### src/rtl/temp_sense_filter.sv
// Temperature front-end: moving average over DEPTH quarter-degree samples with outlier
// rejection, producing a saturated whole-degree reading for the AC controller.
module temp_sense_filter #(
    parameter int unsigned DEPTH        = 4,  // 2, 4 or 8
    parameter int unsigned MAX_STEP     = 4,
    parameter int unsigned REJECT_LIMIT = 3
) (
    input  logic       clk,
    input  logic       rst_n,
    input  logic       sample_valid,
    input  logic [7:0] sample_data,
    output logic       sample_ready,
    output logic [4:0] temperature,
    output logic       temp_valid,
    output logic       outlier
);

    localparam int unsigned LogD = $clog2(DEPTH);
    localparam int unsigned SumW = 8 + LogD;
    localparam int unsigned RejW = (REJECT_LIMIT > 1) ? $clog2(REJECT_LIMIT) : 1;

    typedef enum logic {StFill, StRun} state_e;

    state_e            state_q, state_d;
    logic [7:0]        window_q [DEPTH];
    logic [7:0]        window_d [DEPTH];
    logic [SumW-1:0]   sum_q, sum_d;
    logic [LogD-1:0]   fill_q, fill_d;
    logic [RejW-1:0]   rej_q, rej_d;
    logic [4:0]        temperature_q, temperature_d;
    logic              temp_valid_q, temp_valid_d;
    logic              outlier_q, outlier_d;
    logic              ready_q;

    logic              accept;
    logic [9:0]        samp_ext, ref_ext, abs_diff;
    logic              is_outlier;
    logic [7:0]        avg_q;
    logic [6:0]        deg;
    logic [4:0]        deg_sat;

    assign accept   = sample_valid && ready_q;

    // Outlier test is against the registered temperature, even if one update stale.
    assign samp_ext   = {2'b00, sample_data};
    assign ref_ext    = {3'b000, temperature_q, 2'b00};
    assign abs_diff   = (samp_ext >= ref_ext) ? (samp_ext - ref_ext) : (ref_ext - samp_ext);
    assign is_outlier = 32'(abs_diff) > (4 * MAX_STEP);

    assign avg_q   = 8'(sum_q >> LogD);
    assign deg     = 7'((9'(avg_q) + 9'd2) >> 2);
    assign deg_sat = (deg > 7'd31) ? 5'd31 : deg[4:0];

    always_comb begin
        state_d       = state_q;
        window_d      = window_q;
        sum_d         = sum_q;
        fill_d        = fill_q;
        rej_d         = rej_q;
        outlier_d     = 1'b0;
        temperature_d = (state_q == StRun) ? deg_sat : temperature_q;
        temp_valid_d  = temp_valid_q | (state_q == StRun);

        if (accept) begin
            unique case (state_q)
                StFill: begin
                    sum_d       = sum_q - SumW'(window_q[DEPTH-1]) + SumW'(sample_data);
                    window_d[0] = sample_data;
                    for (int i = 1; i < DEPTH; i++) window_d[i] = window_q[i-1];
                    fill_d = fill_q + LogD'(1);
                    if (32'(fill_q) == DEPTH - 1) state_d = StRun;
                end
                StRun: begin
                    if (!is_outlier) begin
                        sum_d       = sum_q - SumW'(window_q[DEPTH-1]) + SumW'(sample_data);
                        window_d[0] = sample_data;
                        for (int i = 1; i < DEPTH; i++) window_d[i] = window_q[i-1];
                        rej_d = '0;
                    end else if (32'(rej_q) + 1 < REJECT_LIMIT) begin
                        rej_d     = rej_q + RejW'(1);
                        outlier_d = 1'b1;
                    end else begin
                        // Persistent deviation is a real step: re-seed the whole window.
                        for (int i = 0; i < DEPTH; i++) window_d[i] = sample_data;
                        sum_d = SumW'(sample_data) << LogD;
                        rej_d = '0;
                    end
                end
                default: ;
            endcase
        end
    end

    always_ff @(posedge clk or negedge rst_n) begin
        if (!rst_n) begin
            state_q       <= StFill;
            for (int i = 0; i < DEPTH; i++) window_q[i] <= '0;
            sum_q         <= '0;
            fill_q        <= '0;
            rej_q         <= '0;
            temperature_q <= '0;
            temp_valid_q  <= 1'b0;
            outlier_q     <= 1'b0;
            ready_q       <= 1'b0;
        end else begin
            state_q       <= state_d;
            window_q      <= window_d;
            sum_q         <= sum_d;
            fill_q        <= fill_d;
            rej_q         <= rej_d;
            temperature_q <= temperature_d;
            temp_valid_q  <= temp_valid_d;
            outlier_q     <= outlier_d;
            ready_q       <= 1'b1;
        end
    end

    assign sample_ready = ready_q;
    assign temperature  = temperature_q;
    assign temp_valid   = temp_valid_q;
    assign outlier      = outlier_q;

endmodule
### config.mk
export PLATFORM = sky130hd
export DESIGN_NAME = temp_sense_filter
export DESIGN_NICKNAME = d
export VERILOG_FILES = /design/src/rtl/temp_sense_filter.sv
export SDC_FILE = /design/constraint.sdc
export NUM_CORES = 1
export LEC_CHECK = 0
export CAP_MARGIN = 25
export CORE_MARGIN = 3
export CORE_UTILIZATION = 60
export DETAILED_ROUTE_END_ITERATION = 8
export HOLD_SLACK_MARGIN = 0.08
export PLACE_DENSITY_LB_ADDON = 0.05
export SLEW_MARGIN = 20
export SYNTH_ARGS = -nofsm -noshare
export SYNTH_HDL_FRONTEND = slang
export SYNTH_SLANG_ARGS = --single-unit
### constraint.sdc
create_clock -name clk -period 3.8 [get_ports clk]
set_input_delay 0.38 -clock clk [delete_from_list [all_inputs] [get_ports clk]]
set_output_delay 0.38 -clock clk [all_outputs]
set_load 0.01 [all_outputs]
==> metrics <==
largest family of logic cells by synthesized area compound AO/OA/AOI/OAI gates; min-delay worst type in2async; Crit. Startpoint sample_data[2]; vias in the first global route about 2600; final WL ~7600 um; count leader, synth dfrtp_1; reg-to-reg slack, setup 0.69 ns; final slew viol count 0; DRC errors left 0; clock slew at reported path FFs 0.11 ns; worst-margin pin slew 0.795 ns; Yosys Warn Count 0; crit-path max FO 39; clock root buffer clkbuf_8; CP Capture Point window_q[30]; post-synthesis simple-gate area fraction 11.6%; net switching power between 1000 and 1500 uW; Worst-Skew Late Latency 0.31 ns; CP Launch Type primary input; Critical Path End Type flip-flop; initial antenna violation count 0; IO Port Bufs 18; Mapped Cells 330; worst setup margin 0.379 ns; post-synth top area share 39.7%; final hold vios 0; Cell variety after synth 55; critical path type in2reg; WP data arrival 3.62 ns; Post-synth EDFFs 0; total clock buffers created by CTS 5; die height about 80 um; status finished, final reports clean; Compound-Gate Fraction of Synth Area 20.8%; Synth Net Count 373; IO Pins 19; WL/cell 17.8 um; period utilization 90.0%; internal power 1910 uW; Max-Slew Margin vs Limit 46.7%; critical path depth 12; Worst path top cell family by delay compound AO/OA/AOI/OAI gates; Comb power frac 57.6%; cell area power density 841 nW/um2; Final ANT Viol Nets 0; Seq/Total Area, Yosys 39.7%; diodes inserted 0; post_cts resized 0; Longest Clk Path Bufs 2; final core utilization 70.3%; Layout area overhead 12.4%; Final Total Pwr 3270 uW; DR iter-0 viols 169; RSZ-0062 raised after global routing false; GPL Wtd Cong 0.863; async set or reset register ratio after synthesis 100%; cell row count 27; Clock Power Share a little over a tenth; Die Wd about 80 um; CP max stage delay 0.50 ns; syn avg cell area between 10 and 15 um2; maximum vdd drop 0.457 mV; RR Startpoint temperature[0]; reg2reg path depth 10; Placement Setup Slack 0.0721 ns; dominant cell type by area after synthesis dfrtp_1; sequential share of power 31.8%; # Post-CTS Setup Buffers 0; post-synthesis mux area share 3.83%; ys flop type dfrtp_1; Core Region 5540 um2; Req. time, crit path 4.00 ns; die area 6720 um2; top cells by count, synth 55 x dfrtp_1, 42 x inv_1, 24 x o221a_2; Detail Placement HPWL approximately 5500 um; largest net degree at the start of global routing 54; Seq cells post-synth between 50 and 60; H-Tree Depth 2; Total GRT Usage around 24%; share of cells above drive strength 1 17.2%; CTS sink cnt 55; Leak 0.00173 uW; min cycle time layout 3.42 ns; Starting Density 62.5%; GR Overflow Total 0; slowest library cell on the worst path clkdlybuf4s50_1; FF-to-FF End window_q[30]; TritonCTS clock tree done; clk_skew 0.00898 ns; max cap viols 0; Non-Filler Instances about 430; Post-Place Cells 417; Post-Synth XOR/XNOR Area under 10%; vias per cell 6.08; Final nets 396; first-pass GRT wire length 12500 um; vias 2588; Max Clock Freq ~290 MHz; crit path cell chain clkdlybuf4s50_1 -> inv_1 -> ha_1 -> fa_1 -> nor2_1 -> nand4b_1 -> a211o_1 -> a31oi_1 -> o22a_1 -> o31a_1 -> buf_12 -> mux2_2; CP bufs+invs 3; Post-Synth Adder-Cell Area 13.5%; cells taking the most area after synthesis dfrtp_1 40%, ha_1 8.3%, o221a_2 7.8%; Final setup viols 0; Switching Fraction 41.6%; Final TNS setup 0 ns; cell area after synthesis 3460 um2; Initial DRT Pass Iterations 4
[layout make-up]
class                   instances  area (um2)
well taps                      72        90.1
clock buffers                   5        68.8
clock inverters                 3        28.8
repair buffers                 33         323
multi-input cells             216        1850
inverters                      42         158
fillers                       438        1650
flip-flops and latches         55        1380
[sequential cells by signal, summed over array words and instances (netlist names)]
register / count
sample_ready: 1
window_q: 32
fill_q: 2
state_q: 1
temperature: 5
temp_valid: 1
sum_q: 10
outlier: 1
rej_q: 2
[power groups by stage]
stage,logic [uW],clock network (uW),registers [uW]
after floorplan,1470,0,981
after global placement,1800,0,1040
after detailed placement,1870,0,1040
after CTS,1880,355,1040
after global routing,2130,384,1070
final,1890,348,1040
[worst reg2reg max path: stages (launching register included)]
cell	delay (ns)
dfrtp_1	0.43
ha_1	0.21
fa_1	0.43
nor2_1	0.13
nand4b_1	0.12
a211o_1	0.30
a31oi_1	0.32
o22a_1	0.27
o31a_1	0.19
buf_12	0.22
mux2_2	0.39
[layout by cell type (no fill, tap or decap), types with 3 or more instances in the layout]
cell type and instances:
dfrtp_1 55, inv_1 42, o221a_2 24, ha_1 23
clkdlybuf4s50_1 17, nor2_1 16, nand4_1 14, buf_4 11
nand2_1 10, o21ai_0 9, xnor2_1 9, mux2_2 9
fa_1 9, a21oi_1 7, o221ai_1 6, nand3_1 6
and3_1 5, or3_1 5, clkbuf_8 5, nor2b_1 4
xor2_1 4, a22oi_1 4, o21a_1 3, a211o_1 3
nand2b_1 3, nand4b_1 3, o211ai_1 3, o21bai_1 3
[kinds of logic (layout without fill, tap and decap cells)]
family	after synthesis	count (layout)
other	1	1
xor gates and xnor gates	13	13
AOI/OAI and AO/OA	85	85
buffers and inverters	59	83
adders and majority gates	32	32
DFF	55	55
and+or+nand+nor	73	73
muxes	12	12
[stage by stage]
step           instance area, um2  hold slack (ns)
2_1_floorplan                3460           0.0844
3_3_place_gp                 3770            0.176
3_5_place_dp                 3790            0.181
4_1_cts                      3890            0.370
5_1_grt                      3890            0.381
6_report                     3890            0.376
[timing repair]
| action | in CTS | in global routing |
|---|---|---|
| setup endpoints to repair | 0 | 0 |
| endpoints found under the hold margin | 2 | 0 |
| hold buffers | 1 | 0 |
[layer usage]
metal  wire length [um]  track usage (%)  up-vias
met5                  0                0        -
met4                 82             5.15        0
met3                219             3.29        4
met2               3730             40.7       36
met1               3570             34.0     1291
li1                   -                -     1257
[how the worst min path moves through the flow]
| stage | startpoint | to | slack [ns] | cells after the start |
|---|---|---|---|---|
| global route | rst_n | temperature[4] | 0.38 | 2 |
| CTS | rst_n | temperature[4] | 0.37 | 2 |
| floorplan | rst_n | fill_q[0] | 0.08 | 0 |
| global placement | rst_n | temperature[4] | 0.18 | 1 |
| finish | rst_n | temperature[4] | 0.38 | 2 |
| detailed placement | rst_n | temperature[4] | 0.18 | 1 |
Power figures use the tool's default switching activity.
